===== src/rtl/fetch_unit_if.sv =====
// Fetch-unit bus: instruction-memory request/ack, decoder and ALU controls, fetched-instruction outputs.
// master = fetch_unit side, slave = memory/decoder/environment side.
interface fetch_unit_if;
  localparam int unsigned XLEN = 32;
  localparam int unsigned OPW  = 6;

  logic            o_imem_req;
  logic [XLEN-1:0] o_imem_addr;
  logic            i_imem_ack;
  logic [XLEN-1:0] i_imem_rdata;
  logic            i_stall;
  logic            i_jump;
  logic            i_beq;
  logic            i_bne;
  logic            i_zero;
  logic [XLEN-1:0] o_instr;
  logic [OPW-1:0]  o_opcode;
  logic [XLEN-1:0] o_pc;
  logic [XLEN-1:0] o_pc_plus4;
  logic            o_instr_valid;
  logic            o_fault;

  modport master (
    output o_imem_req, o_imem_addr, o_instr, o_opcode, o_pc, o_pc_plus4, o_instr_valid, o_fault,
    input  i_imem_ack, i_imem_rdata, i_stall, i_jump, i_beq, i_bne, i_zero
  );

  modport slave (
    input  o_imem_req, o_imem_addr, o_instr, o_opcode, o_pc, o_pc_plus4, o_instr_valid, o_fault,
    output i_imem_ack, i_imem_rdata, i_stall, i_jump, i_beq, i_bne, i_zero
  );
endinterface


===== src/rtl/fetch_unit.sv =====
// Instruction fetch and next-PC stage of the unpipelined MIPS core (RESET -> FETCH -> EXEC loop).
// Optional fetch timeout with HALT/fault is enabled by defining FETCH_TIMEOUT_EN.
module fetch_unit #(
  parameter logic [31:0] RESET_PC       = 32'h0000_0000,
  parameter int unsigned TIMEOUT_CYCLES = 16
) (
  input logic          i_clk,
  input logic          i_rst_n,
  fetch_unit_if.master bus
);

  localparam int unsigned XLEN = 32;
  localparam logic [XLEN-1:0] PC_RST    = {RESET_PC[XLEN-1:2], 2'b00};
  localparam logic [XLEN-1:0] PC_RST_P4 = PC_RST + XLEN'(4);

  if (RESET_PC[1:0] != 2'b00 || TIMEOUT_CYCLES == 0) begin : g_bad_cfg
    $error("fetch_unit: RESET_PC must be word aligned and TIMEOUT_CYCLES nonzero");
  end

  typedef enum logic [1:0] {
    S_RESET = 2'd0,
    S_FETCH = 2'd1,
    S_EXEC  = 2'd2
`ifdef FETCH_TIMEOUT_EN
    , S_HALT = 2'd3
`endif
  } state_t;

  state_t          state_q, state_d;
  logic [XLEN-1:0] pc_q, pc_d;
  logic [XLEN-1:0] pc4_q, pc4_d;
  logic [XLEN-1:0] instr_q, instr_d;
  logic            req_q, req_d;
  logic            valid_q, valid_d;
  logic [XLEN-1:0] br_off;
  logic            take_br;
  logic [XLEN-1:0] target;

`ifdef FETCH_TIMEOUT_EN
  localparam int unsigned CNT_W = $clog2(TIMEOUT_CYCLES + 1);
  logic [CNT_W-1:0] cnt_q, cnt_d;
  logic             fault_q, fault_d;
`endif

  // Next-PC select; jump beats branch, branch term is the OR of the beq and bne conditions
  always_comb begin
    br_off  = {{14{instr_q[15]}}, instr_q[15:0], 2'b00};
    take_br = (bus.i_beq & bus.i_zero) | (bus.i_bne & ~bus.i_zero);
    if (bus.i_jump) begin
      target = {pc4_q[31:28], instr_q[25:0], 2'b00};
    end else if (take_br) begin
      target = pc4_q + br_off;
    end else begin
      target = pc4_q;
    end
  end

  // Next state and registered-output values
  always_comb begin
    state_d = state_q;
    pc_d    = pc_q;
    pc4_d   = pc4_q;
    instr_d = instr_q;
    req_d   = 1'b0;
    valid_d = 1'b0;
`ifdef FETCH_TIMEOUT_EN
    cnt_d   = cnt_q;
    fault_d = 1'b0;
`endif
    case (state_q)
      S_RESET: state_d = S_FETCH;
      S_FETCH: begin
        if (bus.i_imem_ack) begin
          instr_d = bus.i_imem_rdata;
          state_d = S_EXEC;
`ifdef FETCH_TIMEOUT_EN
          cnt_d   = '0;
`endif
        end
`ifdef FETCH_TIMEOUT_EN
        else begin
          cnt_d = cnt_q + CNT_W'(1);
          if (cnt_d == CNT_W'(TIMEOUT_CYCLES)) state_d = S_HALT;
        end
`endif
      end
      // Control inputs are only looked at here, so X outside EXEC never reaches the PC
      S_EXEC: begin
        if (!bus.i_stall) begin
          state_d = S_FETCH;
          pc_d    = target;
          pc4_d   = target + XLEN'(4);
        end
      end
`ifdef FETCH_TIMEOUT_EN
      S_HALT: state_d = S_HALT;
`endif
      default: state_d = S_RESET;
    endcase
    if (state_d == S_FETCH) req_d   = 1'b1;
    if (state_d == S_EXEC)  valid_d = 1'b1;
`ifdef FETCH_TIMEOUT_EN
    if (state_d == S_HALT)  fault_d = 1'b1;
`endif
  end

  always_ff @(posedge i_clk or negedge i_rst_n) begin
    if (!i_rst_n) begin
      state_q <= S_RESET;
      pc_q    <= PC_RST;
      pc4_q   <= PC_RST_P4;
      instr_q <= '0;
      req_q   <= 1'b0;
      valid_q <= 1'b0;
    end else begin
      state_q <= state_d;
      pc_q    <= pc_d;
      pc4_q   <= pc4_d;
      instr_q <= instr_d;
      req_q   <= req_d;
      valid_q <= valid_d;
    end
  end

`ifdef FETCH_TIMEOUT_EN
  always_ff @(posedge i_clk or negedge i_rst_n) begin
    if (!i_rst_n) begin
      cnt_q   <= '0;
      fault_q <= 1'b0;
    end else begin
      cnt_q   <= cnt_d;
      fault_q <= fault_d;
    end
  end
  assign bus.o_fault = fault_q;
`else
  assign bus.o_fault = 1'b0;
`endif

  assign bus.o_imem_req    = req_q;
  assign bus.o_imem_addr   = pc_q;
  assign bus.o_pc          = pc_q;
  assign bus.o_pc_plus4    = pc4_q;
  assign bus.o_instr       = instr_q;
  assign bus.o_opcode      = instr_q[31:26];
  assign bus.o_instr_valid = valid_q;

endmodule


===== src/flat_wrapper.sv =====
// flat-port wrapper written by rule: the top's interface ports become plain ports
module fetch_unit_flat 
#(
  parameter logic [31:0] RESET_PC       = 32'h0000_0000,
  parameter int unsigned TIMEOUT_CYCLES = 16
)
  (i_clk, i_rst_n, bus_o_imem_req, bus_o_imem_addr, bus_o_instr, bus_o_opcode, bus_o_pc, bus_o_pc_plus4, bus_o_instr_valid, bus_o_fault, bus_i_imem_ack, bus_i_imem_rdata, bus_i_stall, bus_i_jump, bus_i_beq, bus_i_bne, bus_i_zero);
  fetch_unit_if bus_i ();
  input logic i_clk;
  input logic i_rst_n;
  output wire logic [$bits(bus_i.o_imem_req)-1:0] bus_o_imem_req;
  output wire logic [$bits(bus_i.o_imem_addr)-1:0] bus_o_imem_addr;
  output wire logic [$bits(bus_i.o_instr)-1:0] bus_o_instr;
  output wire logic [$bits(bus_i.o_opcode)-1:0] bus_o_opcode;
  output wire logic [$bits(bus_i.o_pc)-1:0] bus_o_pc;
  output wire logic [$bits(bus_i.o_pc_plus4)-1:0] bus_o_pc_plus4;
  output wire logic [$bits(bus_i.o_instr_valid)-1:0] bus_o_instr_valid;
  output wire logic [$bits(bus_i.o_fault)-1:0] bus_o_fault;
  input wire logic [$bits(bus_i.i_imem_ack)-1:0] bus_i_imem_ack;
  input wire logic [$bits(bus_i.i_imem_rdata)-1:0] bus_i_imem_rdata;
  input wire logic [$bits(bus_i.i_stall)-1:0] bus_i_stall;
  input wire logic [$bits(bus_i.i_jump)-1:0] bus_i_jump;
  input wire logic [$bits(bus_i.i_beq)-1:0] bus_i_beq;
  input wire logic [$bits(bus_i.i_bne)-1:0] bus_i_bne;
  input wire logic [$bits(bus_i.i_zero)-1:0] bus_i_zero;
  assign bus_o_imem_req = bus_i.o_imem_req;
  assign bus_o_imem_addr = bus_i.o_imem_addr;
  assign bus_o_instr = bus_i.o_instr;
  assign bus_o_opcode = bus_i.o_opcode;
  assign bus_o_pc = bus_i.o_pc;
  assign bus_o_pc_plus4 = bus_i.o_pc_plus4;
  assign bus_o_instr_valid = bus_i.o_instr_valid;
  assign bus_o_fault = bus_i.o_fault;
  assign bus_i.i_imem_ack = bus_i_imem_ack;
  assign bus_i.i_imem_rdata = bus_i_imem_rdata;
  assign bus_i.i_stall = bus_i_stall;
  assign bus_i.i_jump = bus_i_jump;
  assign bus_i.i_beq = bus_i_beq;
  assign bus_i.i_bne = bus_i_bne;
  assign bus_i.i_zero = bus_i_zero;
  fetch_unit #(.RESET_PC(RESET_PC), .TIMEOUT_CYCLES(TIMEOUT_CYCLES)) u_core (.i_clk(i_clk), .i_rst_n(i_rst_n), .bus(bus_i));
endmodule

===== config.mk =====
export PLATFORM = sky130hd
export DESIGN_NAME = fetch_unit_flat
export DESIGN_NICKNAME = d
export VERILOG_FILES = /design/src/rtl/fetch_unit_if.sv /design/src/rtl/fetch_unit.sv /design/src/flat_wrapper.sv
export SDC_FILE = /design/constraint.sdc
export NUM_CORES = 1
export LEC_CHECK = 0
export ABC_AREA = 1
export CAP_MARGIN = 15
export CELL_PAD_IN_SITES_DETAIL_PLACEMENT = 1
export CELL_PAD_IN_SITES_GLOBAL_PLACEMENT = 1
export CORE_ASPECT_RATIO = 1.1
export CORE_MARGIN = 5
export CORE_UTILIZATION = 39
export CTS_CLUSTER_DIAMETER = 40
export DETAILED_ROUTE_END_ITERATION = 12
export GPL_ROUTABILITY_DRIVEN = 0
export GPL_TIMING_DRIVEN = 0
export HOLD_SLACK_MARGIN = 0.05
export PLACE_DENSITY = 0.89
export SYNTH_ARGS = -nofsm -noshare
export SYNTH_HDL_FRONTEND = slang
export SYNTH_SLANG_ARGS = --single-unit

===== constraint.sdc =====
create_clock -name i_clk -period 4.85 [get_ports i_clk]
set_clock_uncertainty 0.05 [all_clocks]
set_input_delay 1.2125 -clock i_clk [delete_from_list [all_inputs] [get_ports i_clk]]
set_output_delay 1.2125 -clock i_clk [all_outputs]
set_load 0.01 [all_outputs]

==> results of run 1 <==
==> layout by cell type, fill, tap and decap left out, types with 3 or more instances in the layout <==
master and n:
a21oi_1 43, a21oi_4 3, a31oi_1 4, buf_2 8
buf_4 46, clkbuf_1 14, clkbuf_16 9, clkdlybuf4s50_1 168
clkinv_1 3, clkinvlp_4 3, conb_1 7, dfrtp_1 95
ha_1 30, inv_1 157, inv_2 10, mux2_2 27
nand2_1 386, nand2_2 22, nand3_1 77, nand3_2 7
nand3b_1 8, nand4_1 19, nor2_1 86, nor2_2 15
nor2_4 6, nor3_1 6, o21ai_0 36, o21ai_1 5
o21ai_2 4, or2_2 4, xnor2_1 3, xor2_1 5
==> worst max-delay path: cells and delay by family <==
kind                   cells  cell delay, ps
buffers and inverters      3            1080
and+or+nand+nor           13            1620
==> how the worst min path moves through the flow <==
| stage | cells past startpoint | slack [ps] | to | start |
|---|---|---|---|---|
| finish | 2 | 470 | u_core.bus.o_imem_addr[30]$_DFFE_PN0P_ | u_core.bus.o_imem_addr[30]$_DFFE_PN0P_ |
| global route | 2 | 490 | u_core.bus.o_pc_plus4[2]$_DFFE_PN1P_ | u_core.bus.o_pc_plus4[2]$_DFFE_PN1P_ |
| CTS | 2 | 470 | u_core.bus.o_pc_plus4[2]$_DFFE_PN1P_ | u_core.bus.o_pc_plus4[2]$_DFFE_PN1P_ |
| detailed placement | 2 | 460 | u_core.bus.o_imem_addr[30]$_DFFE_PN0P_ | u_core.bus.o_imem_addr[30]$_DFFE_PN0P_ |
| global placement | 2 | 440 | u_core.bus.o_imem_addr[30]$_DFFE_PN0P_ | u_core.bus.o_imem_addr[30]$_DFFE_PN0P_ |
| floorplan | 1 | 440 | u_core.bus.o_imem_req$_DFF_PN0_ | u_core.state_q[0]$_DFF_PN0_ |
==> power breakdown <==
| part | internal (mW) | total (mW) | switching (mW) |
|---|---|---|---|
| Combinational | 2.32 | 5.46 | 3.14 |
| Clock | 0.365 | 0.693 | 0.328 |
| Sequential | 1.18 | 1.69 | 0.508 |
| Total | 3.87 | 7.85 | 3.98 |
==> kinds of logic (layout without fill, tap and decap cells) <==
logic type	Yosys count	count (layout)	share of synthesized area, %
muxes	27	27	3.94
xor gates and xnor gates	8	8	0.908
and+or+nand+nor	645	645	37.4
buffers and inverters	238	424	13.9
AOI/OAI and AO/OA	102	102	7.57
adders and majority gates	31	31	5.12
DFF	96	96	31.1
other	1	7	0.0486
==> layer usage <==
layer / vias to the layer above / track usage, %
met3: 48 / 3.16
met5: - / 0
met4: 0 / 7.62
met1: 4020 / 33.1
met2: 208 / 45.8
li1: 3933 / -
==> per-stage QoR <==
step	setup WS, ps	power (mW)	cell area, sq um	hold slack, ps
CTS	1160	7.85	10100	474
global route	887	8.52	10100	491
finish	1090	7.85	10100	471
detailed placement	849	7.10	9770	458
floorplan	1980	4.88	7740	445
global placement	-1140	6.83	9750	443
==> sequential cells by signal, summed over array words and instances, names as in the netlist <==
| name | count |
|---|---|
| u_core.bus.o_instr | 32 |
| u_core.bus.o_imem_addr | 30 |
| u_core.bus.o_pc_plus4 | 30 |
| u_core.state_q | 2 |
| u_core.bus.o_imem_req | 1 |
| u_core.bus.o_instr_valid | 1 |
==> area by class of cell <==
cell class	instances	area [sq um]	area share [%]
buffer	68	434	4.32
clock buffer	11	243	2.41
clock inverter	5	40.0	0.398
inverter	170	638	6.35
multi-input combinational	820	4260	42.4
sequential	96	2400	23.9
tap	252	315	3.14
timing repair buffer	170	1720	17.1
==> results.md, run 1 <==
* Status: finished, final reports clean
* Vias/cell at 5.16
* Clk_lat worst skew at 350 ps
* Cells after Synth at 1148
* CP max-delay cell: clkdlybuf4s50_1
* Setup Fix Bufs, Post-CTS at 0
* Crit end category: flop
* CTS Sinks at 96
* R2R depth at 19
* Row Count at 54
* Cell area power density at 781 mW/mm^2
* Metal2 WL at 14400 microns
* Final period utilization at 77.5%
* Crit-path max cell delay at 510 ps
* First-pass GRT wire length at 46500 microns
* Die Y at 158 microns
* Post-synth top cells: nand2_1 (386), inv_1 (157), dfrtp_1 (95)
* Max Fclk at 0.266 GHz
* Ys async rst share at 100%
* DR DRC count at 0
* Clk buf depth at 2
* LEAKAGE at 5.12 nW
* Fin crit period at 3760 ps
* Initial DRC count at 542
* Clock buffer count from CTS at 9
* Distinct cells, synth at 45
* CTS tree: done
* Max Slew Vio Count at 0
* Final setup violation count at 0
* Req. time, crit path at 5020 ps
* Area Overhead vs Synth at 30.3%
* Relative slew slack at 40.3%
* Synth warnings at 0
* Layout cell share with drive strength beyond 1 at 13.3%
* Metal3 WL at 1240 microns
* Die X-Extent at 144 microns
* Pin count of the biggest net entering global routing at 51
* Maxcap violations at 0
* Post-synth EDFFs at 0
* Yosys reg bits at 96
* Inserted Diodes at 0
* Final net count at 1406
* Worst path cell trace: clkdlybuf4s50_1 -> nand2_1 -> nand2_4 -> buf_2 -> buf_2 -> nand3_1 -> nand2_1 -> nand2_1 -> nor2_1 -> nand2_1 -> nor2_1 -> nand3_1 -> nand2_1 -> nand2_1 -> nand2_1 -> nand2_1
* DP Cell Count at 1576
* IO Pins at 177
* CTS clk-pin slew, worst paths at 70 ps
* Hpwl dp at 23600 microns
* Worst reg2reg path endpoint: u_core.bus.o_pc_plus4[25]$_DFFE_PN0P_
* Synth area leader: dfrtp_1
* Initial antenna violation count at 0
* Max rail drop VDD at 0.327 mV
* Top post-synthesis cells by area: dfrtp_1 (31%), nand2_1 (19%), inv_1 (7.6%)
* Final hold vios at 0
* TNS Setup at 0 ps
* Root Buffer: clkbuf_16
* Top Metal Used: met4
* Most common cell on crit path: nand2_1
* Post-route ant nets at 0
* Startpoint Class: primary input
* Wl on met1 at 12600 microns
* Vias at 8209
* Starting Density at 39.2%
* Post-Syn Area at 0.00772 sq mm
* Detail-routed net length per standard cell at 18.2 microns
* Hold-fix buffers, CTS at 0
* Worst-margin pin slew at 892 ps
* Post-synth top area share at 30.8%
* Die ar. at 0.0227 sq mm
* Sequential share of the synthesized area at 31.1%
* Fillcell total at 2589
* Worst setup path startpoint: bus_i_zero
* GRT Util Overall at 25.9%
* Post-Syn Area per Cell at 6.72 sq um
* Crit Path Category: primary input to flop
* Synth Flop Type: dfrtp_1
* # port buffers at 169
* Largest fanout on the critical path at 10
* Worst R2R Setup Slack at 1330 ps
* Post-Route WL at 29000 microns
* Final Non-Filler Cells at 1592
* Post-layout util at 51.1%
* H-tree levels at 3
* Worst flop-to-flop path startpoint: u_core.bus.o_pc_plus4[2]$_DFFE_PN1P_
* Post-CTS sizing at 0
* Core footprint at 0.0197 sq mm
* TritonRoute pass-1 iters at 5
* RSZ-0062 raised after global routing: no
* Hold Path Class: flop to flop
* Crit path arrival time at 3930 ps
* GRT overflow at 0
* Setup crit end: u_core.bus.o_pc_plus4[31]$_DFFE_PN0P_
* Most frequent cell after synthesis: nand2_1
* Vias in the first global route at 8859
(Power assumes the default switching activity.)
==> inputs of run 2 (changes only) <==
--- a/config.mk
+++ b/config.mk
@@ -11,13 +11,13 @@
 export CELL_PAD_IN_SITES_GLOBAL_PLACEMENT = 1
 export CORE_ASPECT_RATIO = 1.1
 export CORE_MARGIN = 5
-export CORE_UTILIZATION = 39
+export CORE_UTILIZATION = 33
 export CTS_CLUSTER_DIAMETER = 40
 export DETAILED_ROUTE_END_ITERATION = 12
 export GPL_ROUTABILITY_DRIVEN = 0
 export GPL_TIMING_DRIVEN = 0
 export HOLD_SLACK_MARGIN = 0.05
-export PLACE_DENSITY = 0.89
+export PLACE_DENSITY = 0.8
 export SYNTH_ARGS = -nofsm -noshare
 export SYNTH_HDL_FRONTEND = slang
 export SYNTH_SLANG_ARGS = --single-unit
==> constraint.sdc (replaced) <==
create_clock -name i_clk -period 3.1 [get_ports i_clk]
set_clock_uncertainty 0.05 [all_clocks]
set_input_delay 0.775 -clock i_clk [delete_from_list [all_inputs] [get_ports i_clk]]
set_output_delay 0.775 -clock i_clk [all_outputs]
set_load 0.01 [all_outputs]
==> results.md, run 2 (synthesis results as in run 1) <==
* Core footprint at 0.0229 sq mm
* Most frequent cells in the layout: nand2_1 (361), clkdlybuf4s50_1 (168), inv_1 (153), dfrtp_1 (91), nand3_1 (73)
* CTS clk-pin slew, worst paths at 70 ps
* Hold-fix buffers, CTS at 0
* H-tree levels at 3
* Max Slew Vio Count at 0
* Fillcell total at 2950
* Top Metal Used: met4
* Pin count of the biggest net entering global routing at 66
* Die Y at 170 microns
* Clk buf depth at 2
* Req. time, crit path at 3300 ps
* # port buffers at 169
* First-pass GRT wire length at 46100 microns
* Initial DRC count at 594
* GRT overflow at 0
* CTS Sinks at 96
* RSZ-0062 raised after global routing: yes
* Fin crit period at 3080 ps
* Max Fclk at 0.325 GHz
* Max rail drop VDD at 0.453 mV
* Die X-Extent at 156 microns
* Crit Path Category: flop to flop
* Post-layout util at 47.4%
* Max FFs per register at 32
* Hold Slack at 329 ps
* Maxcap violations at 0
* Relative slew slack at 35.8%
* Metal3 WL at 1250 microns
* Wl on met1 at 13300 microns
* Startpoint Class: flop
* Hold Path Class: primary input to async pin
* IO Pins at 177
* Most common cell after layout, fill and taps aside: nand2_1
* Starting Density at 33.6%
* Die ar. at 0.0265 sq mm
* Vias/cell at 4.99
* Hpwl dp at 23400 microns
* Crit path arrival time at 3280 ps
* Root Buffer: clkbuf_16
* DR DRC count at 0
* Initial antenna violation count at 0
* Final hold vios at 0
* Post-route ant nets at 0
* CTS tree: done
* Power, Total at 13.8 mW
* Row Count at 58
* TNS Setup at 0 ps
* Final setup violation count at 0
* Final period utilization at 99.4%
* TritonRoute pass-1 iters at 5
* Vias in the first global route at 8516
* LEAKAGE at 5.31 nW
* Final net count at 1430
* Layout cell share with drive strength beyond 1 at 21.3%
* Worst-margin pin slew at 963 ps
* Clk_lat worst skew at 360 ps
* Inserted Diodes at 0
* Cell area power density at 1270 mW/mm^2
* Post-Route WL at 31000 microns
* Crit end category: flop
* Area Overhead vs Synth at 40.8%
* Clock buffer count from CTS at 9
* Metal2 WL at 15800 microns
* Vias at 8309
* Status: finished, final reports clean
* Largest fanout on the critical path at 5
* Detail-routed net length per standard cell at 18.6 microns
* GRT Util Overall at 22.1%
## run 2: changes by cell type in the layout (fill, tap and decap cells not counted), sizes merged
cell | before | now
clkinvlp | 3 | 0
buf | 57 | 80
bufinv | 0 | 4
inv | 168 | 169
clkinv | 4 | 3
## run 2: timing repair
item                       CTS  global route
pin swaps                   13            34
buffers inserted            10            14
gates resized for setup     27            89
setup endpoints to repair   24            24
hold endpoints to repair     0             0
## run 2: stage by stage
stage / std cells / setup WS, ps / cell area, sq um
3_3_place_gp: 1623 / -2630 / 9810
6_report: 1664 / 20.1 / 10900
4_1_cts: 1650 / 2.92 / 10400
2_1_floorplan: 1154 / 252 / 7740
5_1_grt: 1664 / -81.0 / 10900
3_5_place_dp: 1624 / -482 / 9830
## run 2: final timing paths
kind                       cells after the start  slack [ps]                                   start                                      to
max                                           17          20    u_core.bus.o_pc_plus4[2]$_DFFE_PN1P_   u_core.bus.o_pc_plus4[29]$_DFFE_PN0P_
min                                            1         330                                 i_rst_n       u_core.bus.o_instr[0]$_DFFE_PN0P_
max reg2reg                                   17          20    u_core.bus.o_pc_plus4[2]$_DFFE_PN1P_   u_core.bus.o_pc_plus4[29]$_DFFE_PN0P_
min reg2reg                                    2         480  u_core.bus.o_imem_addr[30]$_DFFE_PN0P_  u_core.bus.o_imem_addr[30]$_DFFE_PN0P_
max in group asynchronous                      2        1950                                 i_rst_n      u_core.bus.o_instr[15]$_DFFE_PN0P_
min in group i_clk                             2         480  u_core.bus.o_imem_addr[30]$_DFFE_PN0P_  u_core.bus.o_imem_addr[30]$_DFFE_PN0P_
## run 2: routing by layer
layer / vias to the layer above / GRT usage (%)
li1: 3970 / -
met1: 4097 / 28.7
met2: 204 / 38.5
met3: 38 / 2.62
met4: 0 / 6.62
met5: - / 0
## run 2: critical path, cell delays in order (launching register included)
cell	delay (ps)
dfstp_2	560
ha_4	150
inv_2	40
fa_2	370
inv_2	110
nand3_4	90
nand2_4	100
nand2_4	60
nand3b_1	100
nand3_2	90
a21oi_4	210
nand2_2	110
nor2_4	150
nand4_4	130
nor3_4	340
nand3_1	130
nand2_1	100
nand2_1	50
## run 2: power breakdown
part / switching (mW) / internal, mW / total, mW
clock: 0.542 / 0.878 / 1.42
combinational: 5.41 / 4.22 / 9.63
sequential: 0.863 / 1.86 / 2.72
total: 6.81 / 6.96 / 13.8
## run 2: area by class of cell
type / instances / area (sq um) / share of cell area, %
multi-input combinational: 820 / 4730 / 43.6
sequential: 96 / 2410 / 22.2
timing repair buffer: 194 / 1900 / 17.5
inverter: 170 / 638 / 5.87
buffer: 68 / 442 / 4.06
tap: 300 / 375 / 3.45
clock buffer: 10 / 229 / 2.11
clock inverter: 6 / 138 / 1.27
